**config.mk**
```make
export PLATFORM = sky130hd
export DESIGN_NAME = mmio_timer_responder
export DESIGN_NICKNAME = d
export VERILOG_FILES = /design/src/rtl/mmio_timer_responder.sv
export SDC_FILE = /design/constraint.sdc
export NUM_CORES = 1
export LEC_CHECK = 0
export ABC_AREA = 1
export ABC_CLOCK_PERIOD_IN_PS = 3400
export BUFFER_PORTS_ARGS = -buffer_cell sky130_fd_sc_hd__clkbuf_2
export CAP_MARGIN = 20
export CORE_MARGIN = 1.5
export CORE_UTILIZATION = 45
export DETAILED_ROUTE_END_ITERATION = 10
export PLACE_DENSITY = 0.73
export SETUP_SLACK_MARGIN = 0.02
export SLEW_MARGIN = 10
export SYNTH_ARGS = -nofsm -noshare
export SYNTH_HDL_FRONTEND = slang
export SYNTH_SLANG_ARGS = --single-unit
```
**constraint.sdc**
```tcl
create_clock -name clk -period 3.4 [get_ports clk]
set_clock_uncertainty 0.1 [all_clocks]
set_input_delay 0.68 -clock clk [delete_from_list [all_inputs] [get_ports clk]]
set_output_delay 0.68 -clock clk [all_outputs]
set_load 0.05 [all_outputs]
```
**src/rtl/mmio_timer_responder.sv**
```systemverilog
// MMIO timer peripheral behind a select/ready bus: CTRL/COUNT/COMPARE/STATUS registers,
// programmable wait states, compare-match flag with optional auto-reload and interrupt.
module mmio_timer_responder #(
  parameter logic [1:0]  SLOT_ID     = 2'd1,
  parameter int unsigned WAIT_CYCLES = 1
) (
  input  logic        clk,
  input  logic        reset,
  input  logic [31:0] addr,
  input  logic [31:0] writedata,
  input  logic        pwrite_read,
  input  logic [1:0]  pselect,
  output logic [31:0] readdata,
  output logic        pready,
  output logic        pactive,
  output logic        irq
);

  localparam logic [1:0] S_IDLE = 2'd0;
  localparam logic [1:0] S_WAIT = 2'd1;
  localparam logic [1:0] S_RESP = 2'd2;

  localparam logic [1:0] OFF_CTRL    = 2'd0;
  localparam logic [1:0] OFF_COUNT   = 2'd1;
  localparam logic [1:0] OFF_COMPARE = 2'd2;
  localparam logic [1:0] OFF_STATUS  = 2'd3;

  localparam logic [3:0] WAIT_LOAD = (WAIT_CYCLES > 0) ? 4'(WAIT_CYCLES - 1) : 4'd0;

  logic [1:0]  r_state;
  logic [3:0]  r_wcnt;
  logic [1:0]  r_off;
  logic [31:0] r_wdata;
  logic        r_wr;

  logic [2:0]  r_ctrl;
  logic [31:0] r_count;
  logic [31:0] r_compare;
  logic        r_match;
  logic        r_irq;

  logic        w_wr_en;
  logic        w_match;
  logic [31:0] w_rdata;
  logic        w_unused_addr;

  assign w_unused_addr = ^{addr[31:4], addr[1:0]};

  always_ff @(posedge clk or posedge reset) begin
    if (reset) begin
      r_state <= S_IDLE;
      r_wcnt  <= '0;
      r_off   <= '0;
      r_wdata <= '0;
      r_wr    <= 1'b0;
    end else begin
      case (r_state)
        S_IDLE: begin
          if (pselect == SLOT_ID) begin
            r_off   <= addr[3:2];
            r_wdata <= writedata;
            r_wr    <= pwrite_read;
            if (WAIT_CYCLES > 0) begin
              r_state <= S_WAIT;
              r_wcnt  <= WAIT_LOAD;
            end else begin
              r_state <= S_RESP;
            end
          end
        end
        S_WAIT: begin
          if (r_wcnt == '0) r_state <= S_RESP;
          else              r_wcnt  <= r_wcnt - 4'd1;
        end
        S_RESP:  r_state <= S_IDLE;
        default: r_state <= S_IDLE;
      endcase
    end
  end

  assign w_wr_en = (r_state == S_RESP) && r_wr;
  assign w_match = r_ctrl[0] && (r_count == r_compare);

  // Bus write to COUNT beats reload/increment; a fresh match beats a W1C clear.
  always_ff @(posedge clk or posedge reset) begin
    if (reset) begin
      r_ctrl    <= '0;
      r_count   <= '0;
      r_compare <= '0;
      r_match   <= 1'b0;
      r_irq     <= 1'b0;
    end else begin
      if (w_wr_en && r_off == OFF_CTRL)    r_ctrl    <= r_wdata[2:0];
      if (w_wr_en && r_off == OFF_COMPARE) r_compare <= r_wdata;
      if (w_wr_en && r_off == OFF_COUNT)   r_count   <= r_wdata;
      else if (r_ctrl[0])                  r_count   <= (w_match && r_ctrl[1]) ? '0 : r_count + 32'd1;
      if (w_match)                                            r_match <= 1'b1;
      else if (w_wr_en && r_off == OFF_STATUS && r_wdata[0])  r_match <= 1'b0;
      r_irq <= r_match & r_ctrl[2];
    end
  end

  always_comb begin
    w_rdata = '0;
    if (r_state == S_RESP && !r_wr) begin
      case (r_off)
        OFF_CTRL:    w_rdata = {29'd0, r_ctrl};
        OFF_COUNT:   w_rdata = r_count;
        OFF_COMPARE: w_rdata = r_compare;
        OFF_STATUS:  w_rdata = {31'd0, r_match};
        default:     w_rdata = '0;
      endcase
    end
  end

  assign readdata = w_rdata;
  assign pready   = (r_state == S_RESP);
  assign pactive  = (r_state == S_WAIT) || (r_state == S_RESP);
  assign irq      = r_irq;

endmodule

```
Yosys cells after proc, flatten, opt, wreduce, memory -nomap -nowiden
Index checks and enable logic that the tools add are counted.

operators by class
  reductions and logical operators = 20
  add/sub/neg operators = 2
  mux-type cells = 13
  divide/modulo/power cells = 0
  equal/unequal tests = 10
  bitwise logic cells = 1
  shift operators = 0
  order comparisons = 0
  multipliers = 0

operator list
  kind                   count
  $mux 32                4
  $pmux 32 s4            1
  $add 32x1->32 const B  1
  $eq 32x32->1           1
  $logic_and 1x1->1      9
  $mux 4                 2
  $pmux 4 s2             1
  $eq 2x1->1 const B     3
  $eq 2x2->1 const B     3
  $ne 2x2->1 const B     3
  $reduce_bool 2->1      3
  $logic_not 2->1        2
  $logic_not 4->1        1
  $mux 2                 2
  $pmux 2 s2             1
  $reduce_and 2->1       2
  $sub 4x1->4 const B    1
  $reduce_and 3->1       1
  $mux 1                 2
  $and 1x1->1            1
  $logic_not 1->1        1
  $logic_or 1x1->1       1

storage, ports and cells
  memories = 0
  flip-flop bits (word level) = 110
  bits of input ports = 69
  latch bits = 0
  output and inout bits = 35
  word-level logic and storage cells = 56
  bits in read-only memories = 0
  RAM bits = 0

Longest topological paths before layout
  depth after elaboration = 6
  gate-level depth with buffers = 13

Worst setup path after synthesis
Ideal clock, no wire load.

  path type = reg-to-output
  from = register r_state[0]
  to = output port readdata[0]
  arrival time = 2.280 ns
  buffers on the path = 1
  required time = 2.620 ns
  stages on the path, launching flop included = 8
  path slack = 0.340 ns
  cells stage by stage = dfrtp_1 inv_1 ha_1 inv_1 nor2_1 inv_1 clkbuf_1 a41oi_1

between the ends
  cells in the longest elaborated chain, start to end = 3

ends and longest elaborated chain
  element                   line  RTL
  start: declaration        30    logic [1:0] r_state;
  start signal: assignment  51    r_state <= S_IDLE;
  start signal: assignment  64    r_state <= S_WAIT;
  start signal: assignment  67    r_state <= S_RESP;
  $eq 2x2->1                -
  net pready                14    output logic pready,
  $logic_and 1x1->1         105   if (r_state == S_RESP && !r_wr) begin
  $mux 32                   105
  end: declaration          13    output logic [31:0] readdata,

The timed path passes the listed nets, and every way through them passes these cells.

Worst setup path in the final report
  from = register r_state[0]
  to = output port readdata[3]

between the ends
  cells in the longest elaborated chain, start to end = 3

ends and longest elaborated chain
  element            line
  $eq 2x2->1         105
  $logic_and 1x1->1  105
  $mux 32            105

Every way passes these cells.

==> reports/results.txt <==
DRC viols = 4
P_int = 3.67 mW
Pins over their slew limit = 0
Minimum clock period = 3.11 ns
Largest cells by area after synthesis = dfrtp_1, nand2_1, inv_1, o21ai_0, nor2_1
IO Port Bufs = 73
Clock share of power = 0.185
CTS H-tree depth = 3
Fill cells = 1475
Multi-input logic area = 3280 um^2
Failing checks = DRC
Status = finished with violations
Netlist Area Pre-Place = 6810 um^2
Mapped Cells = 999
CTS resizes = 0
Final Util = 0.524
Max Clk Rate = 322 MHz
Gr usage total = 0.247
Compound-Gate Fraction of Synth Area = 0.115
Setup violators final = 0
Std cell rows = 44
Post-CTS Setup Bufs = 0
Final ANT Viol Nets = 0
Sequential element share of the synthesized area = 0.404
Root buffer cell = clkbuf_16
Vias in the first global route = 5913
Die ar. = 15900 um^2
Worst EP required = 2.62 ns
LEAKAGE = 3.73 nW
First-pass detailed-route iteration total = 8
Critical path type = reg -> out
Actual slew at the worst max-slew pin = 0.709 ns
Net count, final = 1127
Worst setup path startpoint = r_state[0]
Hold Path Class = in -> async
Sw Ratio = 0.465
Switch Pwr = 3.20 mW
RSZ-0062 raised after global routing = false
Worst Path Max Fanout = 18
Worst VDD drop = 0.538 mV
TritonCTS Buffers = 9
Die Width = 126 um
Seq cells post-synth = 110
Leading area contributor after synthesis = dfrtp_1
Setup TNS = 0 ns
Routability Congestion = 0.965
Post-synthesis simple-gate area fraction = 0.319
Post-synth ARST share = 1.00
Warnings, synthesis = 0
Top cells by count, synth = nand2_1, inv_1, dfrtp_1
Total core area = 14600 um^2
Fraction of synthesized area in multiplexers = 0
# hold bufs at CTS = 0
Gr ovfl total = 0
Register Area = 2750 um^2
Syn Nets = 1074
DRT iter0 DRCs = 467
Post-synth EDFFs = 0
DR WL/cell = 15.1 um
WP data arrival = 2.33 ns
Post-Route WL = 18800 um
RR Startpoint = r_off[0]
Layout cells sized above 1 = 0.132
Synth top area share = 0.404
Most numerous cell in the Yosys netlist = nand2_1
Max Cap Violations = 0
Clock Latency Late Sink = 0.36 ns
CP startpoint kind = flip-flop
Relative slew margins = 0.526
Largest net degree at the start of global routing = 65
Largest family of logic cells by synthesized area = simple AND/OR/NAND/NOR gates
Post-synth cell types = 32
Placed instance area = 7310 um^2
Area Growth Syn to Fin = 12.7%
TritonCTS clock tree = built
Ys flop type = dfrtp_1
Final hold vios = 0
Setup crit end kind = output port
Crit share post-route = 0.913
CTS Sinks = 110
Via Count = 6399
Clock-pin slew of the registers on the worst-case setup and hold paths = 0.07 ns
Cell area after layout = 7670 um^2
Starting Density = 0.465
Post-Synth Adder-Cell Area = 0.0110
Initial antenna violation count = 0
Post-synthesis xor/xnor area fraction = 0.0347
I/O pin cnt = 104
Logic gate share of total power = 0.454
Via-to-Cell Ratio = 5.16
Post-DP HPWL = 13900 um
P per Cell Area = 895 nW/um^2
Inserted Diodes = 0
Clock buffer depth = 2
Mean Syn Cell Area = 6.82 um^2
Reg power frac = 0.361
First-pass GRT wire length = 30700 um
Die height = 126 um
[worst max-delay path, stage by stage (launching register included)]
cell and delay (ns):
dfrtp_1 0.40, inv_1 0.08, ha_1 0.18, inv_1 0.05, nor2_1 0.16, inv_1 0.25
buf_4 0.31, a21oi_1 0.21, clkbuf_2 0.31
[worst paths after layout]
path	endpoint	slack, ns	cells past startpoint
worst max-delay path	readdata[3]	0.29	8
worst min-delay path	r_wcnt[3]	0.24	2
worst max register to register	r_count[16]	0.64	9
worst min register to register	r_wcnt[1]	0.39	2
max in group asynchronous	r_count[24]	2.19	3
min in group clk	r_wcnt[1]	0.39	2
[per-layer routing]
| layer | global-route usage | vias up | wire, um |
|---|---|---|---|
| met5 | 0 | - | 0 |
| met4 | 0.0656 | 0 | 318 |
| met3 | 0.0433 | 21 | 1020 |
| met2 | 0.409 | 176 | 8590 |
| met1 | 0.337 | 2985 | 8860 |
| li1 | - | 3217 | - |
[power groups by stage]
stage          Clock, mW  Sequential [mW]  Combinational (mW)
2_1_floorplan          0             2.26                2.47
3_3_place_gp           0             2.46                3.03
3_5_place_dp           0             2.48                3.10
4_1_cts             1.29             2.46                3.11
5_1_grt             1.35             2.55                3.54
6_report            1.27             2.48                3.12
[cells by family (layout without fill, tap and decap cells)]
| group | after synthesis | in the layout |
|---|---|---|
| simple gates | 508 | 508 |
| buf+inv | 202 | 260 |
| compound gates | 146 | 146 |
| flops | 110 | 110 |
| xor+xnor | 27 | 27 |
| fa+ha+maj | 6 | 6 |
[metrics by stage]
stage	hold slack, ns	worst slack (ns)	total power, mW	std cells
after floorplan	0.353	0.340	4.73	999
after detailed placement	0.374	0.661	5.58	1225
after CTS	0.245	0.329	6.87	1241
final	0.237	0.295	6.87	1241
after global routing	0.281	0.176	7.44	1241
after global placement	0.371	0.710	5.49	1225
[sequential cells by signal, summed over array words and instances (netlist names)]
signal / cells
irq: 1
r_compare: 32
r_count: 32
r_ctrl: 3
r_match: 1
r_off: 2
r_state: 2
r_wcnt: 4
r_wdata: 32
r_wr: 1
[cells in the final DEF, fill, tap and decap left out, types with 7 or more instances in the layout]
cell type / count
buf_4: 7
dfrtp_1: 110
a21oi_1: 34
o21ai_0: 76
clkbuf_16: 9
nand4_1: 15
nand3_2: 10
inv_1: 134
nor2_1: 68
inv_2: 23
o22ai_1: 32
clkbuf_2: 73
nand3_1: 30
nand2_1: 342
xor2_1: 22
nand3b_1: 14
nor3_1: 14
[layout make-up]
class,count,area share
well taps,184,0.0300
repair buffers,81,0.0571
clock buffers,10,0.0298
clock inverters,6,0.0174
multi-input cells,687,0.427
inverters,163,0.0802
flip-flops and latches,110,0.359
(Power assumes the default switching activity.)
